### src/rtl/riscv_pkg.sv
// Shared RV32 subset constants: opcodes, ALU function codes, controller states
// and immediate formats.
package riscv_pkg;

  localparam logic [6:0] OP_R      = 7'b0110011;
  localparam logic [6:0] OP_I      = 7'b0010011;
  localparam logic [6:0] OP_LOAD   = 7'b0000011;
  localparam logic [6:0] OP_STORE  = 7'b0100011;
  localparam logic [6:0] OP_BRANCH = 7'b1100011;

  typedef enum logic [2:0] {
    ALU_ADD = 3'b000,
    ALU_SUB = 3'b001,
    ALU_AND = 3'b010,
    ALU_OR  = 3'b011,
    ALU_XOR = 3'b100,
    ALU_SLL = 3'b101,
    ALU_SRL = 3'b110
  } alu_func_e;

  typedef enum logic [2:0] {
    ST_FETCH,
    ST_DECODE,
    ST_EXECUTE,
    ST_MEM,
    ST_WB,
    ST_TRAP
  } state_e;

  typedef enum logic [1:0] {
    IMM_I,
    IMM_S,
    IMM_B
  } imm_fmt_e;

endpackage

### src/rtl/imm_gen.sv
// Combinational immediate generator for I, S and B formats, sign-extended to 32 bits.
// Opcode bits never carry immediate data, so only instr[31:7] enters.
module imm_gen
  import riscv_pkg::*;
(
  input  logic [31:7] instr_i,
  input  logic [1:0]  fmt_i,
  output logic [31:0] imm_o
);

  always_comb begin
    imm_o = '0;
    case (imm_fmt_e'(fmt_i))
      IMM_S:   imm_o = {{20{instr_i[31]}}, instr_i[31:25], instr_i[11:7]};
      IMM_B:   imm_o = {{19{instr_i[31]}}, instr_i[31], instr_i[7],
                        instr_i[30:25], instr_i[11:8], 1'b0};
      default: imm_o = {{20{instr_i[31]}}, instr_i[31:20]};
    endcase
  end

endmodule

### src/rtl/multicycle_control.sv
// Non-pipelined RV32 subset controller: FETCH/DECODE/EXECUTE/MEM/WB with a
// sticky TRAP state for illegal instructions.
module multicycle_control
  import riscv_pkg::*;
(
  input  logic        clk,
  input  logic        rst_n,
  output logic        imem_req,
  input  logic        imem_ack,
  input  logic [31:0] imem_rdata,
  output logic [31:0] pc,
  output logic [4:0]  rs1_addr,
  output logic [4:0]  rs2_addr,
  output logic [4:0]  rd_addr,
  input  logic [31:0] rs1_data,
  input  logic [31:0] rs2_data,
  output logic        alu_en,
  output logic [2:0]  alu_func,
  output logic [6:0]  alu_opcode,
  output logic [31:0] imm,
  output logic        alu_src_imm,
  output logic        dmem_req,
  output logic        dmem_we,
  input  logic        dmem_ack,
  output logic        rf_we,
  output logic        wb_sel_mem,
  output logic        retire,
  output logic        trap
);

  state_e      state_q, state_d;
  logic [31:0] pc_q, pc_d;
  logic [31:0] ir_q, ir_d;

  logic [6:0]  opcode;
  logic [2:0]  funct3;
  logic        f7b5;
  logic        is_r, is_i, is_load, is_store, is_branch;
  logic [1:0]  imm_fmt;
  alu_func_e   alu_sel;
  logic        alu_ok;
  logic        legal;
  logic        br_taken;
  logic [31:0] pc_plus4;
  logic [31:0] pc_branch;

  assign opcode    = ir_q[6:0];
  assign funct3    = ir_q[14:12];
  assign f7b5      = ir_q[30];
  assign is_r      = (opcode == OP_R);
  assign is_i      = (opcode == OP_I);
  assign is_load   = (opcode == OP_LOAD);
  assign is_store  = (opcode == OP_STORE);
  assign is_branch = (opcode == OP_BRANCH);

  assign rs1_addr    = ir_q[19:15];
  assign rs2_addr    = ir_q[24:20];
  assign rd_addr     = ir_q[11:7];
  assign alu_opcode  = opcode;
  assign alu_func    = alu_sel;
  assign alu_src_imm = is_i || is_load || is_store;
  assign pc          = pc_q;
  assign trap        = (state_q == ST_TRAP);

  always_comb begin
    imm_fmt = IMM_I;
    if (is_store)       imm_fmt = IMM_S;
    else if (is_branch) imm_fmt = IMM_B;
  end

  imm_gen u_imm_gen (
    .instr_i (ir_q[31:7]),
    .fmt_i   (imm_fmt),
    .imm_o   (imm)
  );

  // funct7[5] selects SUB only for R-type; in I-type it is immediate bit 10.
  always_comb begin
    alu_sel = ALU_ADD;
    alu_ok  = 1'b1;
    if (is_r || is_i) begin
      case (funct3)
        3'b000:  alu_sel = (is_r && f7b5) ? ALU_SUB : ALU_ADD;
        3'b111:  alu_sel = ALU_AND;
        3'b110:  alu_sel = ALU_OR;
        3'b100:  alu_sel = ALU_XOR;
        3'b001:  alu_sel = ALU_SLL;
        3'b101: begin
          if (f7b5) alu_ok  = 1'b0;
          else      alu_sel = ALU_SRL;
        end
        default: alu_ok = 1'b0;
      endcase
    end
  end

  always_comb begin
    legal = 1'b0;
    if (is_r || is_i)         legal = alu_ok;
    else if (is_load || is_store) legal = 1'b1;
    else if (is_branch)       legal = (funct3 != 3'b010) && (funct3 != 3'b011);
  end

  always_comb begin
    case (funct3)
      3'b000:  br_taken = (rs1_data == rs2_data);
      3'b001:  br_taken = (rs1_data != rs2_data);
      3'b100:  br_taken = ($signed(rs1_data) <  $signed(rs2_data));
      3'b101:  br_taken = ($signed(rs1_data) >= $signed(rs2_data));
      3'b110:  br_taken = (rs1_data <  rs2_data);
      3'b111:  br_taken = (rs1_data >= rs2_data);
      default: br_taken = 1'b0;
    endcase
  end

  assign pc_plus4  = pc_q + 32'd4;
  assign pc_branch = pc_q + imm;

  always_comb begin
    state_d    = state_q;
    pc_d       = pc_q;
    ir_d       = ir_q;
    imem_req   = 1'b0;
    dmem_req   = 1'b0;
    dmem_we    = 1'b0;
    alu_en     = 1'b0;
    rf_we      = 1'b0;
    wb_sel_mem = 1'b0;
    retire     = 1'b0;
    case (state_q)
      ST_FETCH: begin
        imem_req = 1'b1;
        if (imem_ack) begin
          ir_d    = imem_rdata;
          state_d = ST_DECODE;
        end
      end
      ST_DECODE: state_d = legal ? ST_EXECUTE : ST_TRAP;
      ST_EXECUTE: begin
        alu_en = 1'b1;
        if (is_branch) begin
          pc_d    = br_taken ? pc_branch : pc_plus4;
          retire  = 1'b1;
          state_d = ST_FETCH;
        end else if (is_load || is_store) begin
          state_d = ST_MEM;
        end else begin
          state_d = ST_WB;
        end
      end
      ST_MEM: begin
        dmem_req = 1'b1;
        dmem_we  = is_store;
        if (dmem_ack) begin
          if (is_store) begin
            pc_d    = pc_plus4;
            retire  = 1'b1;
            state_d = ST_FETCH;
          end else begin
            state_d = ST_WB;
          end
        end
      end
      ST_WB: begin
        rf_we      = (rd_addr != 5'd0);
        wb_sel_mem = is_load;
        pc_d       = pc_plus4;
        retire     = 1'b1;
        state_d    = ST_FETCH;
      end
      ST_TRAP: state_d = ST_TRAP;
      default: state_d = ST_FETCH;
    endcase
  end

  always_ff @(posedge clk or negedge rst_n) begin
    if (!rst_n) begin
      state_q <= ST_FETCH;
      pc_q    <= '0;
      ir_q    <= '0;
    end else begin
      state_q <= state_d;
      pc_q    <= pc_d;
      ir_q    <= ir_d;
    end
  end

endmodule

### config.mk
export PLATFORM = sky130hd
export DESIGN_NAME = multicycle_control
export DESIGN_NICKNAME = d
export VERILOG_FILES = /design/src/rtl/riscv_pkg.sv /design/src/rtl/imm_gen.sv /design/src/rtl/multicycle_control.sv
export SDC_FILE = /design/constraint.sdc
export NUM_CORES = 1
export LEC_CHECK = 0
export ABC_CLOCK_PERIOD_IN_PS = 4000
export CAP_MARGIN = 15
export CORE_ASPECT_RATIO = 1.2
export CORE_UTILIZATION = 40
export CTS_CLUSTER_SIZE = 40
export DETAILED_ROUTE_END_ITERATION = 6
export GPL_ROUTABILITY_DRIVEN = 0
export GPL_TIMING_DRIVEN = 1
export PLACE_DENSITY = 0.72
export SYNTH_ARGS = -nofsm -noshare
export SYNTH_HDL_FRONTEND = slang
export SYNTH_HIERARCHICAL = 1
export SYNTH_SLANG_ARGS = --single-unit
### constraint.sdc
create_clock -name clk -period 4 [get_ports clk]
set_input_delay 0.4 -clock clk [delete_from_list [all_inputs] [get_ports clk]]
set_output_delay 0.4 -clock clk [all_outputs]
set_load 0.1 [all_outputs]
## After elaboration in Yosys (flattened, before gate mapping)

Index checks and enable logic that the tools add are counted.

| storage, ports and cells | value |
|---|---|
| register bits | 67 |
| bits in latches | 0 |
| bits in writable memories | 0 |
| bits in read-only memories | 0 |
| output and inout bits | 98 |
| logic and storage cells | 83 |
| memories kept | 0 |

| cells by class | value |
|---|---|
| $add $sub $neg | 2 |
| multiply operators | 0 |
| div/mod/pow operators | 0 |
| $lt $le $gt $ge | 4 |
| equal/unequal tests | 25 |
| shift-type cells | 0 |
| muxes and demuxes | 35 |
| bitwise operators | 0 |
| reductions and logical operators | 14 |

Operator list:

| cell | count |
|---|---|
| 32-bit 2-to-1 mux | 4 |
| 32-bit case mux with 3 select lines | 1 |
| 32-bit >= comparator | 2 |
| 32-bit < comparator | 2 |
| 32-bit by 3-bit adder with 32-bit output (second input constant) | 1 |
| 32-bit adder | 1 |
| 32-bit equality test | 1 |
| 32-bit inequality test | 1 |
| 3-bit 2-to-1 mux | 8 |
| 12-bit case mux with 2 select lines | 1 |
| 3-bit equality test (second input constant) | 6 |
| 3-bit case mux with 6 select lines | 1 |
| 3-bit case mux with 5 select lines | 1 |
| 7-bit by 6-bit equality test with 1-bit output (second input constant) | 2 |
| 1-bit 2-to-1 mux | 14 |
| 2-bit inequality test (second input constant) | 4 |
| 7-bit by 2-bit equality test with 1-bit output (second input constant) | 1 |
| 7-bit by 5-bit equality test with 1-bit output (second input constant) | 1 |
| 7-bit equality test (second input constant) | 1 |
| 3-bit by 1-bit equality test with 1-bit output (second input constant) | 2 |
| 3-bit by 2-bit equality test with 1-bit output (second input constant) | 2 |
| 3-bit zero test | 2 |
| 3-bit by 2-bit inequality test with 1-bit output (second input constant) | 2 |
| 1-bit case mux with 6 select lines | 1 |
| 12 further kinds | 18 |

## Longest topological paths before layout

| logic depth | value |
|---|---|
| word-level depth | 9 |
| depth in mapped cells | 20 |

## Cells and area by module

The synthesis kept the hierarchy.

Modules (own cells, without submodules):

| module | times used | cells each | area an instance (um2) | seq. area each (um2) |
|---|---|---|---|---|
| multicycle_control | 1 | 758 | 6329.8 | 1676.6 |
| imm_gen | 1 | 49 | 320.3 | 0.0 |

## Worst setup path before layout

OpenSTA, ideal clock, no wires.

| path | value |
|---|---|
| kind | reg-to-reg |
| start point | reg ir_q[3] |
| end point | reg pc_q[29], in the netlist pc[29] |
| arrival time | 5272 ps |
| data required time | 3880 ps |
| slack | -1392 ps |
| stages on the path, launching flop included | 19 |
| period minus slack after synthesis | 5392 ps |
| cell sequence | dfrtp_1 -> nor2_1 -> nand3_1 -> or3_1 -> nor2_1 -> inv_1 -> ha_1 -> buf_6 -> o21ai_1 -> ha_1 -> a211oi_1 -> o211a_1 -> nor4_2 -> o211ai_1 -> a31oi_1 -> o21ai_0 -> mux2i_1 -> a211oi_1 -> a21o_1 |

| between the ends | value |
|---|---|
| elaborated cells on any way between the ends | 14 |

RTL lines:

| what | RTL line | source |
|---|---|---|
| start: declaration | multicycle_control.sv:33 | `logic [31:0] ir_q, ir_d;` |
| start signal: assignment | multicycle_control.sv:184 | `ir_q <= ir_d;` |
| 7-bit by 6-bit equality test with 1-bit output (*) | multicycle_control.sv:53 | `assign is_store = (opcode == OP_STORE);` |
| 2-bit 2-to-1 mux (*) | multicycle_control.sv:67 | `if (is_store) imm_fmt = IMM_S;` |
| net imm_fmt[0] | multicycle_control.sv:39 | `logic [1:0] imm_fmt;` |
| 2-bit equality test / 2-bit by 1-bit equality test with 1-bit output (equally long branches) | imm_gen.sv:13 | `case (imm_fmt_e'(fmt_i))` |
| 12-bit case mux with 2 select lines (*) | imm_gen.sv:13 |  |
| net imm[1] | multicycle_control.sv:20 | `output logic [31:0] imm,` |
| 32-bit adder (*) | multicycle_control.sv:117 | `assign pc_branch = pc_q + imm;` |
| 32-bit 2-to-1 mux (*) | multicycle_control.sv:142 | `pc_d = br_taken ? pc_branch : pc_plus4;` |
| 32-bit 2-to-1 mux (*) | multicycle_control.sv:141 | `if (is_branch) begin` |
| 32-bit case mux with 3 select lines (*) | multicycle_control.sv:130 | `case (state_q)` |
| end signal: assignment | multicycle_control.sv:183 | `pc_q <= pc_d;` |
| end: declaration | multicycle_control.sv:32 | `logic [31:0] pc_q, pc_d;` |

The timed path passes the listed nets; every way through them passes the cells marked *. The select of a mux whose other input is x is not followed.
A chain may end at the register's enable or synchronous reset.

## Final worst setup path

| path | value |
|---|---|
| start point | reg ir_q[3] |
| end point | reg pc_q[29], in the netlist pc[29] |

| between the ends | value |
|---|---|
| elaborated cells on any way between the ends | 14 |

RTL lines:

| what | RTL line |
|---|---|
| 7-bit by 6-bit equality test with 1-bit output (*) | multicycle_control.sv:53 |
| 2-bit 2-to-1 mux (*) | multicycle_control.sv:67 |
| net imm_fmt[0] | multicycle_control.sv:39 |
| 2-bit equality test / 2-bit by 1-bit equality test with 1-bit output (equally long branches) | imm_gen.sv:13 |
| 12-bit case mux with 2 select lines (*) | imm_gen.sv:13 |
| 32-bit adder (*) | multicycle_control.sv:117 |
| 32-bit 2-to-1 mux (*) | multicycle_control.sv:142 |
| 32-bit 2-to-1 mux (*) | multicycle_control.sv:141 |
| 32-bit case mux with 3 select lines (*) | multicycle_control.sv:130 |

Marks and branches as above.

==> results.toml <==
[synth]
synth.net_count = 974
avgSynthCellArea_um2 = 8.24
synth_edf_count = 0
synth_top_cell_area_share = 0.252
synthTopCellsByArea = "dfrtp_1, ha_1, buf_4"
async_reset_ff_frac = 1.00
synth_area_leader_cell = "dfrtp_1"
netlist_instances = 807
ys_seq_area_frac = 0.252
ys_warn_count = 6
synth-seq-cells = 67
ys_types = 66
ys.flop_type = "dfrtp_1"
syn-cell-area_um2 = 6650

[global_route]
grt_pass1_wl_mm = 30.3
first_global_vias = 6387
antenna_found_initial = 0
grt_use_total = 0.218
grt_max_degree = 65
grt_overflow = 0

[timing]
period_share = 0.957
whs_ns = 0.121
timing.slew.headroom = 0.305
finalClockSkew_ns = 0.00748
setup_slack_ns = 0.171
min_period_ns = 3.83
max_freq_ghz = 0.261
setup_viol = 0
rsz0062_at_grt = "true"
drv_slew = 0
hold_viol_final = 0
tightest_slew_ns = 1.04

[cts]
cts_num_sinks = 67
clk_pin_slew_ns = 0.07
cts_htree_levels = 3
cts_root_buffer = "clkbuf_16"
clock_path_buffers = 2
cts_tree = "yes"
clkLatencyLatePin_ns = 0.34
cts_hold_buf = 0
cts_buffers = 9

[detailed_routing]
vias_per_cell = 5.50
drt-pass1-iter-count = 4
drtIter0Drc = 230
drc_errors = 0
num_vias = 6439
ant_nets = 0
routedWlPerCell_um = 15.8
routed_wl_mm = 18.5

[worst_setup_path]
critPathKind = "flip-flop to flip-flop"
critPathRequiredTime_ns = 4.24
startpoint_type = "flip-flop"
critPathSlowestCell = "dfrtp_1"
timing.rr.end = "pc[29]"
crit_top_cell = "ha_4"
reg2regPathDepth = 18
r2r_start = "ir_q[3]"
reg2reg_slack_ns = 0.17
path_cells = "nor2_1 -> nand3_2 -> or3_4 -> nor2_4 -> inv_2 -> ha_4 -> nand2_2 -> o21ai_4 -> ha_4 -> a211oi_2 -> o211a_1 -> nor4_4 -> o211ai_1 -> a31oi_1 -> o21ai_2 -> mux2i_1 -> a211oi_1 -> a21o_1"
critPathCaptureType = "flip-flop"
crit_fanout = 10
cp.arrival_ns = 4.07
cp_slowest_stage_delay_ns = 0.40

[final_layout]
nets = 1120
layout.cells.non_filler = 1170
layout_common_cells = "clkdlybuf4s50_1, dfrtp_1, nand2_1, ha_1, inv_1"
area_growth_pct = 35.4
mostFrequentLayoutCell = "clkdlybuf4s50_1"
diodes = 0
drive_above_1_share = 0.146

[die]
core_area_um2 = 16300
die_h_um = 143
die-area_um2 = 17100
die_w_um = 120
start_util = 0.409
num_rows = 51
pin_count = 198

[status]
status = "completed"

[placed_design]
dp_cells = 1151
dp_hpwl_mm = 14.3
io_buffers = 197
dp_slack_ns = -0.00330

[job]
maxCapViolations = 0

[hold_path]
hp-class = "input port to asynchronous set/reset pin"
layer usage:
layer / GRT usage / vias to the layer above / wire length (µm)
met5: 0 / - / 0
met4: 0.0750 / 0 / 361
met3: 0.0363 / 31 / 856
met2: 0.398 / 165 / 9400
met1: 0.255 / 3019 / 7870
li1: - / 3224 / -
how the worst max path moves through the flow:
stage | slack, ns | start | cells past startpoint | end
global placement | 0.10 | ir_q[3] | 19 | pc[29]
CTS | 0.01 | ir_q[3] | 18 | pc[24]
global route | -0.04 | ir_q[3] | 19 | pc[31]
detailed placement | -0.003 | ir_q[3] | 19 | pc[29]
finish | 0.17 | ir_q[3] | 18 | pc[29]
floorplan | -0.08 | ir_q[3] | 18 | pc[29]
Yosys cell counts, types with 7 or more instances:
master / instances
nor2_1: 51
o211ai_1: 9
nor3_1: 36
o311ai_0: 11
mux2i_1: 7
dfrtp_1: 67
or3_1: 7
xor2_1: 12
nand4_1: 14
ha_1: 66
inv_1: 53
nand3_1: 41
buf_4: 49
o21ai_1: 9
o21a_1: 8
a21oi_1: 52
a31oi_1: 8
mux2_2: 31
o21ai_0: 32
nand2_1: 63
a22oi_1: 13
and3_1: 9
a211oi_1: 9
clkbuf_1: 24
a21o_1: 14
xnor2_1: 14
cell families (layout without fill, tap and decap cells):
family                   after synthesis  count (layout)  synth area share
AO/OA/AOI/OAI                        216             216             0.219
XOR/XNOR                              26              26            0.0342
adder cells (fa/ha/maj)               68              68             0.129
buffers and inverters                134             285             0.110
flip-flops                            67              67             0.252
multiplexers                          38              38            0.0630
AND/OR/NAND/NOR                      258             258             0.193
sequential cells by signal, indices dropped and copies added, names as in the netlist:
name and cells:
ir_q 32, pc 32, state_q 3
metrics by stage:
step	instance area [µm²]	utilization	setup TNS [ns]
after floorplan	6850	-	-0.110
after global placement	8630	0.530	0
after detailed placement	8630	0.530	-0.00330
after CTS	8930	0.549	0
after global routing	9000	0.553	-0.114
final	9000	0.553	0
worst max-delay path: cells and delay by family, from the launching register on:
kind,cells,cell delay (ns)
fa+ha+maj,2,0.61
mux,1,0.21
buf+inv,1,0.05
simple gates,6,0.85
compound gates,8,1.60
flops,1,0.40
layout make-up:
cell class / count / area [µm²]
multi-input combinational: 606 / 4490
timing repair buffer: 216 / 2070
fill: 1470 / 7270
clock inverter: 7 / 73.8
sequential: 67 / 1680
tap: 212 / 265
inverter: 53 / 199
clock buffer: 9 / 225
timing repair:
action / 4_1_cts / 5_1_grt
endpoints found under the setup margin: 2 / 16
pin swaps: 0 / 2
setup buffers: 0 / 3
resized for setup: 1 / 19
Power is left out: the tool's default activity adds up to more than one toggle a clock period on the data nets, which glitch-free logic cannot reach.
